**src/rtl/counter_pkg.sv**
```systemverilog
// Shared types and helpers for the up/down counter family.
// Latency: n/a (types and constant functions only).
// Backpressure: n/a.
package counter_pkg;

    typedef enum logic {DIR_DOWN, DIR_UP} dir_e;

    typedef enum logic {MODE_WRAP, MODE_SATURATE} mode_e;

    // Register width needed to hold 0..n-1, never narrower than one bit.
    function automatic int clog2_min1(input int n);
        int w;
        w = $clog2(n);
        return (w < 1) ? 1 : w;
    endfunction

endpackage

```
**src/rtl/counter_prescaler.sv**
```systemverilog
// Enable prescaler: produces one tick every PRESCALE enabled cycles.
// Latency: tick is combinational from the internal count and en.
// Backpressure: none; the count only advances while en is high and holds otherwise.
module counter_prescaler
    import counter_pkg::*;
#(
    parameter int PRESCALE = 1
) (
    input  logic clk,
    input  logic rst,
    input  logic clr,
    input  logic en,
    output logic tick
);

    localparam int PW = clog2_min1(PRESCALE);
    localparam logic [PW-1:0] LAST = PW'(PRESCALE - 1);

    logic [PW-1:0] cnt;

    // With PRESCALE = 1 the count never leaves 0, so tick simply follows en.
    assign tick = en && (cnt == LAST);

    // Count enabled cycles, restarting on tick, clear or reset.
    always_ff @(posedge clk) begin
        if (rst || clr) begin
            cnt <= '0;
        end else if (tick) begin
            cnt <= '0;
        end else if (en) begin
            cnt <= cnt + PW'(1);
        end
    end

endmodule

```
**src/rtl/mod_updown_counter.sv**
```systemverilog
// Loadable modulo up/down counter with wrap/saturate mode, prescaled enable and terminal-count pulse.
// Latency: 1 cycle from a qualifying edge to count/tc; zero is combinational from count.
// Backpressure: none; steps are taken only on prescaler ticks, otherwise the count holds.
module mod_updown_counter
    import counter_pkg::*;
#(
    parameter int          WIDTH     = 5,
    parameter int unsigned MAX_COUNT = (2 ** WIDTH) - 1,
    parameter int          PRESCALE  = 1,
    parameter mode_e       MODE      = MODE_WRAP
) (
    input  logic             clk,
    input  logic             rst,
    input  logic             enable,
    input  logic             clear,
    input  logic             load,
    input  logic [WIDTH-1:0] data,
    input  dir_e             dir,
    output logic [WIDTH-1:0] count,
    output logic             tc,
    output logic             zero
);

    // Reject parameter combinations the counter cannot represent.
    if (WIDTH < 1 || PRESCALE < 1 || MAX_COUNT < 1 ||
        64'(MAX_COUNT) > ((64'd1 << WIDTH) - 64'd1)) begin : g_bad_params
        $error("mod_updown_counter: illegal WIDTH/MAX_COUNT/PRESCALE combination");
    end

    localparam logic [WIDTH-1:0] MAXV     = MAX_COUNT[WIDTH-1:0];
    localparam bit               SATURATE = (MODE == MODE_SATURATE);

    logic step;

    // Prescaler restarts whenever the count is cleared or reloaded.
    counter_prescaler #(
        .PRESCALE (PRESCALE)
    ) u_prescaler (
        .clk  (clk),
        .rst  (rst),
        .clr  (clear || load),
        .en   (enable),
        .tick (step)
    );

    assign zero = (count == '0);

    // Count and terminal-count register: rst > clear > load > step.
    always_ff @(posedge clk) begin
        if (rst) begin
            count <= '0;
            tc    <= 1'b0;
        end else if (clear) begin
            count <= '0;
            tc    <= 1'b0;
        end else if (load) begin
            // Out-of-range loads clamp so count never exceeds the terminal value.
            count <= (data > MAXV) ? MAXV : data;
            tc    <= 1'b0;
        end else if (step) begin
            if (dir == DIR_UP) begin
                if (count >= MAXV) begin
                    count <= SATURATE ? MAXV : '0;
                    tc    <= 1'b1;
                end else begin
                    count <= count + WIDTH'(1);
                    tc    <= 1'b0;
                end
            end else begin
                if (count == '0) begin
                    count <= SATURATE ? '0 : MAXV;
                    tc    <= 1'b1;
                end else begin
                    count <= count - WIDTH'(1);
                    tc    <= 1'b0;
                end
            end
        end else begin
            tc <= 1'b0;
        end
    end

endmodule
```
**config.mk**
```make
export PLATFORM = sky130hd
export DESIGN_NAME = mod_updown_counter
export DESIGN_NICKNAME = d
export VERILOG_FILES = /design/src/rtl/counter_pkg.sv /design/src/rtl/counter_prescaler.sv /design/src/rtl/mod_updown_counter.sv
export SDC_FILE = /design/constraint.sdc
export NUM_CORES = 1
export LEC_CHECK = 0
export CAP_MARGIN = 15
export CORE_AREA = 2 2 39 41
export CTS_CLUSTER_SIZE = 16
export DETAILED_ROUTE_END_ITERATION = 7
export DIE_AREA = 0 0 41 43
export PLACE_DENSITY = 0.83
export RECOVER_POWER = 25
export SETUP_SLACK_MARGIN = 0.5
export SYNTH_ARGS = -nofsm -noshare
export SYNTH_HDL_FRONTEND = slang
export SYNTH_HIERARCHICAL = 1
export SYNTH_SLANG_ARGS = --single-unit
```
**constraint.sdc**
```tcl
create_clock -name clk -period 1.9 [get_ports clk]
set_input_delay 0.38 -clock clk [delete_from_list [all_inputs] [get_ports clk]]
set_output_delay 0.38 -clock clk [all_outputs]
set_load 0.02 [all_outputs]
```
======== Word-level counts from Yosys, hierarchy flattened ========
Cells that the tools add are included.
word-level totals
  output and inout bits ................... 7
  flip-flop bits (word level) ............. 7
  logic and storage cells ................. 27
  input bits .............................. 11
cells by class
  order comparisons ....................... 2
  bitwise gates (word level) .............. 2
  $add $sub $neg .......................... 3
  mux-type cells .......................... 9
  reductions and logical operators ........ 8
operator list
  operator               count
  $mux W5                6
  $add A5 B1 Y5 const B  1
  $ge A5 B5 Y1 const B   1
  $gt A5 B5 Y1 const B   1
  $logic_not A5 Y1       1
  $sub A5 B1 Y5 const B  1
  $reduce_or A2 Y1       2
  $reduce_or A4 Y1       1
  $mux W1                3
  $logic_or A1 B1 Y1     2
  $not A1 Y1             2
  $reduce_bool A2 Y1     1
  $add A1 B1 Y1 const B  1
  $logic_and A1 B1 Y1    1

======== Longest topological paths before layout ========
Gate-level depths: netlist (run 1).
  word-level depth ........................ 5
  mapped depth ............................ 7
  mapped depth without buffers ............ 7

======== By module ========
The synthesis (run 1) kept the hierarchy.
by module, submodules not included
  module              times used  cells each  seq. area each (µm²)  area an instance (µm²)
  mod_updown_counter  1           69          120.1                 520.5
  counter_prescaler   1           3           20.0                  41.3

======== Worst setup path before layout (run 1) ========
No wires, ideal clock.
  path kind ............................... flip-flop to output port
  from .................................... register count[0]
  to ...................................... output zero
  required time ........................... 1.520 ns
  path buffers ............................ 0
  data arrival time ....................... 1.285 ns
  path slack .............................. 0.235 ns
  cell stages (with the launch flop) ...... 5
  cell sequence ........................... dfxtp_1 inv_1 ha_1 nand2b_1 nor3_1
on the way
  longest elaborated chain between the ends .. 1
RTL lines
  item                    line                      RTL
  start, declared         mod_updown_counter.sv:19  output logic [WIDTH-1:0] count,
  start signal, assigned  mod_updown_counter.sv:58  count <= (data > MAXV) ? MAXV : data;
  start signal, assigned  mod_updown_counter.sv:63  count <= SATURATE ? MAXV : '0;
  start signal, assigned  mod_updown_counter.sv:66  count <= count + WIDTH'(1);
  $logic_not A5 Y1        mod_updown_counter.sv:46  assign zero = (count == '0);
  end, declared           mod_updown_counter.sv:21  output logic zero
No other way between the ends.

======== Worst setup path in the final report (run 1) ========
  from .................................... register count[1]
  to ...................................... register count[1]
on the way
  longest elaborated chain between the ends .. 5
  elaborated cells on any way between the ends .. 9
  those cells by class .................... 2 x add/sub; 1 x order compare; 5 x mux; 1 x reduce/logical
RTL lines
  item                                   line                                                RTL
  $sub A5 B1 Y5 (tied with other cells)  mod_updown_counter.sv:74                            count <= count - WIDTH'(1);
  $mux W5 (on tied branches)             mod_updown_counter.sv:70, mod_updown_counter.sv:62
  $mux W5 (*)                            mod_updown_counter.sv:61                            if (dir == DIR_UP) begin
  $mux W5 (*)                            mod_updown_counter.sv:60                            end else if (step) begin
  $mux W5 (*)                            mod_updown_counter.sv:56                            end else if (load) begin
Every way passes the cells marked *; elsewhere a longest branch is shown, timed or not. The select of a mux whose other input is x is not followed.
A chain may end at the register's enable or synchronous reset.

==> results of run 1 <==
## sequential cells by signal, summed over array words and instances, names as in the netlist
| signal | flops |
|---|---|
| u_prescaler/cnt | 1 |
| count | 5 |
| tc | 1 |
## cell families (layout without fill, tap and decap cells)
logic type / count (synthesis) / in the layout / synth area share
AO/OA/AOI/OAI: 21 / 21 / 0.2606
XOR/XNOR: 3 / 3 / 0.04678
adder cells (fa/ha/maj): 3 / 3 / 0.06682
buffers and inverters: 9 / 42 / 0.06679
flip-flops: 7 / 7 / 0.2494
multiplexers: 1 / 1 / 0.01782
AND/OR/NAND/NOR: 28 / 28 / 0.2917
## placed cells by master (no fill, tap or decap), types with 2 or more instances in the layout
| cell | instances |
|---|---|
| clkbuf_1 | 2 |
| clkdlybuf4s50_1 | 10 |
| clkbuf_4 | 3 |
| dfxtp_4 | 4 |
| xor2_1 | 3 |
| or2_2 | 2 |
| a21oi_1 | 2 |
| nor2_1 | 3 |
| a31oi_1 | 2 |
| buf_4 | 14 |
| nand2_1 | 8 |
| dfxtp_1 | 3 |
| inv_2 | 4 |
| and3_4 | 2 |
| nand2b_1 | 2 |
| buf_6 | 5 |
| o21ai_1 | 3 |
| o21ai_0 | 3 |
| ha_4 | 3 |
## worst reg2reg max path, stage by stage (launching register included)
cell and delay [ns]:
dfxtp_4 0.35, buf_6 0.12, ha_4 0.15, and3_4 0.18, ha_4 0.18, a311oi_4 0.28, and3_1 0.20, o21a_1 0.11
## power by group
| group | total [mW] | switching (mW) | leakage (nW) | internal, mW |
|---|---|---|---|---|
| Sequential | 0.160 | 0.0102 | 0.0599 | 0.150 |
| Combinational | 0.193 | 0.0907 | 0.331 | 0.102 |
| Clock | 0.143 | 0.0621 | 0.0150 | 0.0807 |
| Total | 0.496 | 0.163 | 0.406 | 0.333 |
## metrics by stage
stage                 util  std cells  setup WS [ns]  total power, mW
floorplan                -         72         0.4802           0.2366
global placement    0.6004        108        0.09845           0.2953
detailed placement  0.6004        108        0.04082           0.3006
CTS                 0.6844        117         0.2757           0.4677
global route        0.7315        121         0.2294           0.5190
finish              0.7315        121         0.2733           0.4959
## layer usage
layer  share of wire  track usage
met1            0.41       0.2620
met2            0.54       0.4063
met3           0.023       0.1047
met4           0.030       0.1200
met5               0            0
## cell type report
class,count,area share
clock buffers,4,0.02596
repair buffers,33,0.2917
inverters,5,0.01854
flip-flops and latches,7,0.1533
well taps,16,0.01978
multi-input cells,56,0.4907
## how the worst max path moves through the flow
| stage | from | to | slack [ns] |
|---|---|---|---|
| after global placement | count[0] | zero | 0.1 |
| after CTS | count[0] | count[4] | 0.28 |
| final | count[1] | count[1] | 0.27 |
| after global routing | count[1] | count[1] | 0.23 |
| after detailed placement | count[0] | zero | 0.04 |
| after floorplan | count[1] | count[1] | 0.48 |
## repair_timing
action,4_1_cts,5_1_grt
endpoints found under the setup margin,13,12
gates resized for setup,38,11
buffers inserted,5,4
pin swaps,10,8
==> impl_metrics.py, run 1 <==
metrics = {
    "hold_path": {
        "hold_start": "u_prescaler/cnt",
        "min_to": "u_prescaler/cnt",
        "hold_path_depth": 1,
        "hold_class": "flop to flop",
    },
    "power": {
        "ir_drop_v": 0.0003131,
        "power.density_mw_per_mm2": 489.9,
        "p_leak_nw": 0.4063,
    },
    "yosys": {
        "yosysWarnings": 6,
        "synthesis.area_sq_um": 561.8,
        "synth_enable_flop_cells": 0,
        "synth_top_area_frac": 0.2494,
        "synth-seq-cells": 7,
        "ys_types": 34,
        "yosysMostFrequentCell": "nand2_1",
        "synthFlopType": "dfxtp_1",
        "yosys-top-cells-area": "dfxtp_1, ha_1, nand2_1",
        "synth_top_area_cell": "dfxtp_1",
        "syn_area_per_cell_sq_um": 7.803,
        "syn_nets": 86,
        "ys_seq_area_frac": 0.2494,
        "synthCells": 72,
        "async_flop_share": 0,
        "ys_top_cells_by_count": "nand2_1, dfxtp_1, inv_1, o21ai_0",
    },
    "run_status": {
        "run_status": "completed",
    },
    "route": {
        "drtIter0Drc": 10,
        "avgRoutedWirePerCell_um": 18.46,
        "drc_errors": 0,
        "routed_via_density": 5.570,
        "via_count": 674,
        "dr.pass1.iters": 6,
        "ant_nets": 0,
        "drt_wl_total_mm": 2.234,
    },
    "place": {
        "dp_hpwl_mm": 1.295,
        "portBuffers": 17,
        "gp_congestion": 0.8001,
        "placed_area_sq_um": 830.8,
    },
    "sta": {
        "finalClockSkew_ns": 0.01205,
        "worstMarginPinSlew_ns": 0.4021,
        "max_slew_margin": 0.7309,
        "setup_violations": 0,
        "fin_crit_ns": 1.627,
        "finalCritPeriodShare": 0.8562,
        "slew_violations": 0,
        "fin_hold_ws_ns": 0.5382,
        "tns_ns": 0,
        "rsz0062_at_grt": "true",
        "fmax_mhz": 614.7,
        "hold_viol_final": 0,
    },
    "cts": {
        "htreeDepth": 1,
        "cts_buffers": 3,
        "cts_tree": "yes",
        "cts.clk_slew.worst_paths_ns": 0.06,
        "clockRootBuffer": "clkbuf_4",
        "cts_buffer_depth": 2,
        "cts_hold_buffers": 0,
        "clock-sinks": 7,
        "clock_latency_ns": 0.26,
    },
    "global_routing": {
        "track_usage": 0.2505,
        "antenna_found_initial": 0,
        "grt_pass1_vias": 656,
        "grt_max_degree": 14,
        "grt_first_pass_wirelength_mm": 2.939,
        "grt_overflow": 0,
    },
    "die": {
        "die-area_sq_mm": 0.001763,
        "fp.dieW_um": 41,
        "start_util": 0.4060,
        "fp-row-count": 14,
        "die_h_um": 43,
        "core-area_sq_mm": 0.001384,
        "io_pins": 18,
    },
    "critical_path": {
        "crit_chain": "buf_6, ha_4, and3_4, ha_4, a311oi_4, and3_1, o21a_1",
        "critPathMaxStageDelay_ns": 0.35,
        "cp_top_family": "compound AO/OA/AOI/OAI gates",
        "cp.arrival_ns": 1.81,
        "startpoint_type": "flop",
        "r2r-start": "count[1]",
        "crit_path_max_fanout": 4,
        "cp-end-kind": "flop",
        "worstSetupPathType": "flop to flop",
        "rr_endpoint": "count[1]",
        "cp.buffers_inverters": 1,
        "crit_required_ns": 2.09,
        "rrSetupSlack_ns": 0.27,
        "rr_worst_depth": 7,
        "crit_slowest_cell": "dfxtp_4",
        "crit_top_cell": "ha_4",
        "path_depth": 7,
    },
    "cells_and_area": {
        "drive_gt1_frac": 0.4857,
        "area_growth_pct": 80.18,
        "nets": 120,
        "multi_input_area_sq_um": 496.7,
        "final_area_sq_mm": 0.001012,
        "nFillCells": 87,
        "diodes": 0,
        "regArea_sq_um": 155.1,
    },
    "job": {
        "drv_cap": 0,
    },
}
No activity file was read; power rests on OpenSTA's default activity.
==> inputs of run 2 (changes only) <==
--- a/config.mk
+++ b/config.mk
@@ -10,9 +10,11 @@
 export CTS_CLUSTER_SIZE = 16
 export DETAILED_ROUTE_END_ITERATION = 7
 export DIE_AREA = 0 0 41 43
+export GPL_TIMING_DRIVEN = 0
 export PLACE_DENSITY = 0.83
 export RECOVER_POWER = 25
 export SETUP_SLACK_MARGIN = 0.5
+export SKIP_CTS_REPAIR_TIMING = 1
 export SYNTH_ARGS = -nofsm -noshare
 export SYNTH_HDL_FRONTEND = slang
 export SYNTH_HIERARCHICAL = 1
==> constraint.sdc (replaced) <==
create_clock -name clk -period 1.57 [get_ports clk]
set_input_delay 0.314 -clock clk [delete_from_list [all_inputs] [get_ports clk]]
set_output_delay 0.314 -clock clk [all_outputs]
set_load 0.02 [all_outputs]
==> run 2 against run 1 <==
- clock skew decreased by 0.0026 ns
- register-to-register slack worse by 0.27 ns
- cell count shrank 3.3%
- utilization decreased by 2.4 points
- worst setup slack got worse by 0.27 ns
- via count down 2.2%
- total power up 14%
- maximum frequency increased by 3.8%
- sequential cell count did not move
- clock-buffer cell count stayed put
==> impl_metrics.py, run 2 (synthesis gave the netlist of run 1 again) <==
metrics = {
    "place": {
        "placed_area_sq_um": 839.6,
        "post-place-cells": 105,
        "gp_congestion": 0.7823,
        "dp_hpwl_mm": 1.105,
        "portBuffers": 17,
    },
    "hold_path": {
        "hold_class": "input pin to flop",
        "hold_path_depth": 4,
        "min_to": "tc",
        "hold_start": "load",
    },
    "critical_path": {
        "cp-end-kind": "flop",
        "rr_worst_depth": 7,
        "cp.arrival_ns": 1.75,
        "rr_endpoint": "count[4]",
        "crit_path_max_fanout": 7,
        "crit_required_ns": 1.75,
        "worstSetupPathType": "flop to flop",
        "r2r-start": "count[0]",
        "rrSetupSlack_ns": 0.003,
        "startpoint_type": "flop",
    },
    "power": {
        "power.density_mw_per_mm2": 575.8,
        "p_sw_frac": 0.3135,
        "ir_drop_v": 0.0003756,
        "p_comb_frac": 0.354,
        "p_leak_nw": 0.4018,
        "power.internal_mw": 0.3873,
        "p_total_mw": 0.5641,
        "p_sw_mw": 0.1769,
        "clockPowerShare": 0.302,
        "p_seq_frac": 0.344,
    },
    "cts": {
        "clock-sinks": 7,
        "cts.clk_slew.worst_paths_ns": 0.06,
        "clockRootBuffer": "clkbuf_4",
        "cts_buffers": 3,
        "cts_buffer_depth": 2,
        "clock_latency_ns": 0.26,
        "htreeDepth": 1,
        "cts_tree": "yes",
    },
    "cells_and_area": {
        "drive_gt1_frac": 0.4752,
        "fin_cells": 117,
        "nFillCells": 107,
        "regArea_sq_um": 156.4,
        "reg.largest.list": "count: 5 flops, tc: 1 flops, u_prescaler/cnt: 1 flops",
        "largest_reg_flops": 5,
        "diodes": 0,
        "nets": 116,
        "area_growth_pct": 74.39,
        "final_area_sq_um": 979.7,
        "final_util": 0.7080,
        "max_flop_register": "count",
        "multi_input_area_sq_um": 479.2,
        "layout_common_cells": "buf_6, buf_4, clkdlybuf4s50_1",
    },
    "die": {
        "start_util": 0.4060,
        "core-area_sq_mm": 0.001384,
        "die_h_um": 43,
        "io_pins": 18,
        "die-area_sq_mm": 0.001763,
        "fp.dieW_um": 41,
        "fp-row-count": 14,
    },
    "job": {
        "drv_cap": 0,
    },
    "sta": {
        "finalClockSkew_ns": 0.009420,
        "worstMarginPinSlew_ns": 0.4124,
        "hold_viol_final": 0,
        "fin_crit_ns": 1.567,
        "fmax_mhz": 638.4,
        "max_slew_margin": 0.7240,
        "rsz0062_at_grt": "true",
        "slew_violations": 0,
        "finalCritPeriodShare": 0.9978,
        "setup_violations": 0,
    },
    "route": {
        "drt_wl_total_mm": 1.774,
        "routed_via_density": 5.632,
        "avgRoutedWirePerCell_um": 15.16,
        "via_count": 659,
        "drtIter0Drc": 19,
        "ant_nets": 0,
        "drc_errors": 0,
        "dr.pass1.iters": 4,
    },
    "global_routing": {
        "grt_max_degree": 11,
        "grt_overflow": 0,
        "grt_first_pass_wirelength_mm": 2.373,
        "antenna_found_initial": 0,
        "grt_pass1_vias": 563,
        "track_usage": 0.2044,
    },
    "run_status": {
        "run_status": "completed",
    },
}
run 2: changes by cell type in the layout (fill, tap and decap cells not counted), sizes merged:
cell	before	now
buf	19	18
clkdlybuf4s15	1	0
clkdlybuf4s25	1	0
clkdlybuf4s50	10	9
dlygate4sd2	1	0
dlymetal6s2s	0	1
run 2: final cells by class:
cell class | instances | share of cell area
Sequential cell | 7 | 0.1596
Clock buffer | 4 | 0.02682
Buffer | 4 | 0.03831
Tap cell | 16 | 0.02043
Inverter | 5 | 0.02171
Multi-Input combinational cell | 56 | 0.4891
Timing Repair Buffer | 25 | 0.2439
run 2: worst max path at each step:
stage | from | slack, ns | endpoint | depth (start not counted)
after floorplan | count[1] | 0.15 | count[1] | 6
after global routing | count[0] | -0.03 | zero | 5
final | count[0] | 0.003 | count[4] | 7
after CTS | count[0] | -0.51 | zero | 5
after global placement | count[0] | -0.21 | zero | 5
after detailed placement | count[1] | -0.23 | zero | 5
run 2: power by group through the flow:
| stage | clock network (mW) | logic [mW] | registers, mW |
|---|---|---|---|
| finish | 0.170 | 0.200 | 0.194 |
| CTS | 0.174 | 0.169 | 0.194 |
| global route | 0.186 | 0.213 | 0.195 |
| detailed placement | 0 | 0.169 | 0.198 |
| floorplan | 0 | 0.0962 | 0.204 |
| global placement | 0 | 0.165 | 0.197 |
run 2: stage by stage:
stage | setup TNS (ns) | hold slack, ns | worst slack (ns)
floorplan | 0 | 0.3846 | 0.1509
global placement | -1.010 | 0.4801 | -0.2091
detailed placement | -1.147 | 0.5163 | -0.2250
CTS | -0.6773 | 0.5249 | -0.5123
global route | -0.04107 | 0.4912 | -0.02531
finish | 0 | 0.4702 | 0.003497
run 2: critical path, cell delays in order (launching register included):
cell and delay, ns:
dfxtp_4 0.38, ha_4 0.16, and3_4 0.18, ha_4 0.25, inv_2 0.03, a311oi_2 0.22, o21ai_1 0.12, a21oi_1 0.13
run 2: per-layer routing:
| metal | vias up | wire length (um) | part of all wire | track usage |
|---|---|---|---|---|
| met5 | - | 0 | 0 | 0 |
| met4 | 0 | 29 | 0.016 | 0.1000 |
| met3 | 6 | 105 | 0.059 | 0.07853 |
| met2 | 30 | 882 | 0.50 | 0.3313 |
| met1 | 300 | 756 | 0.43 | 0.2173 |
| li1 | 323 | - | - | - |
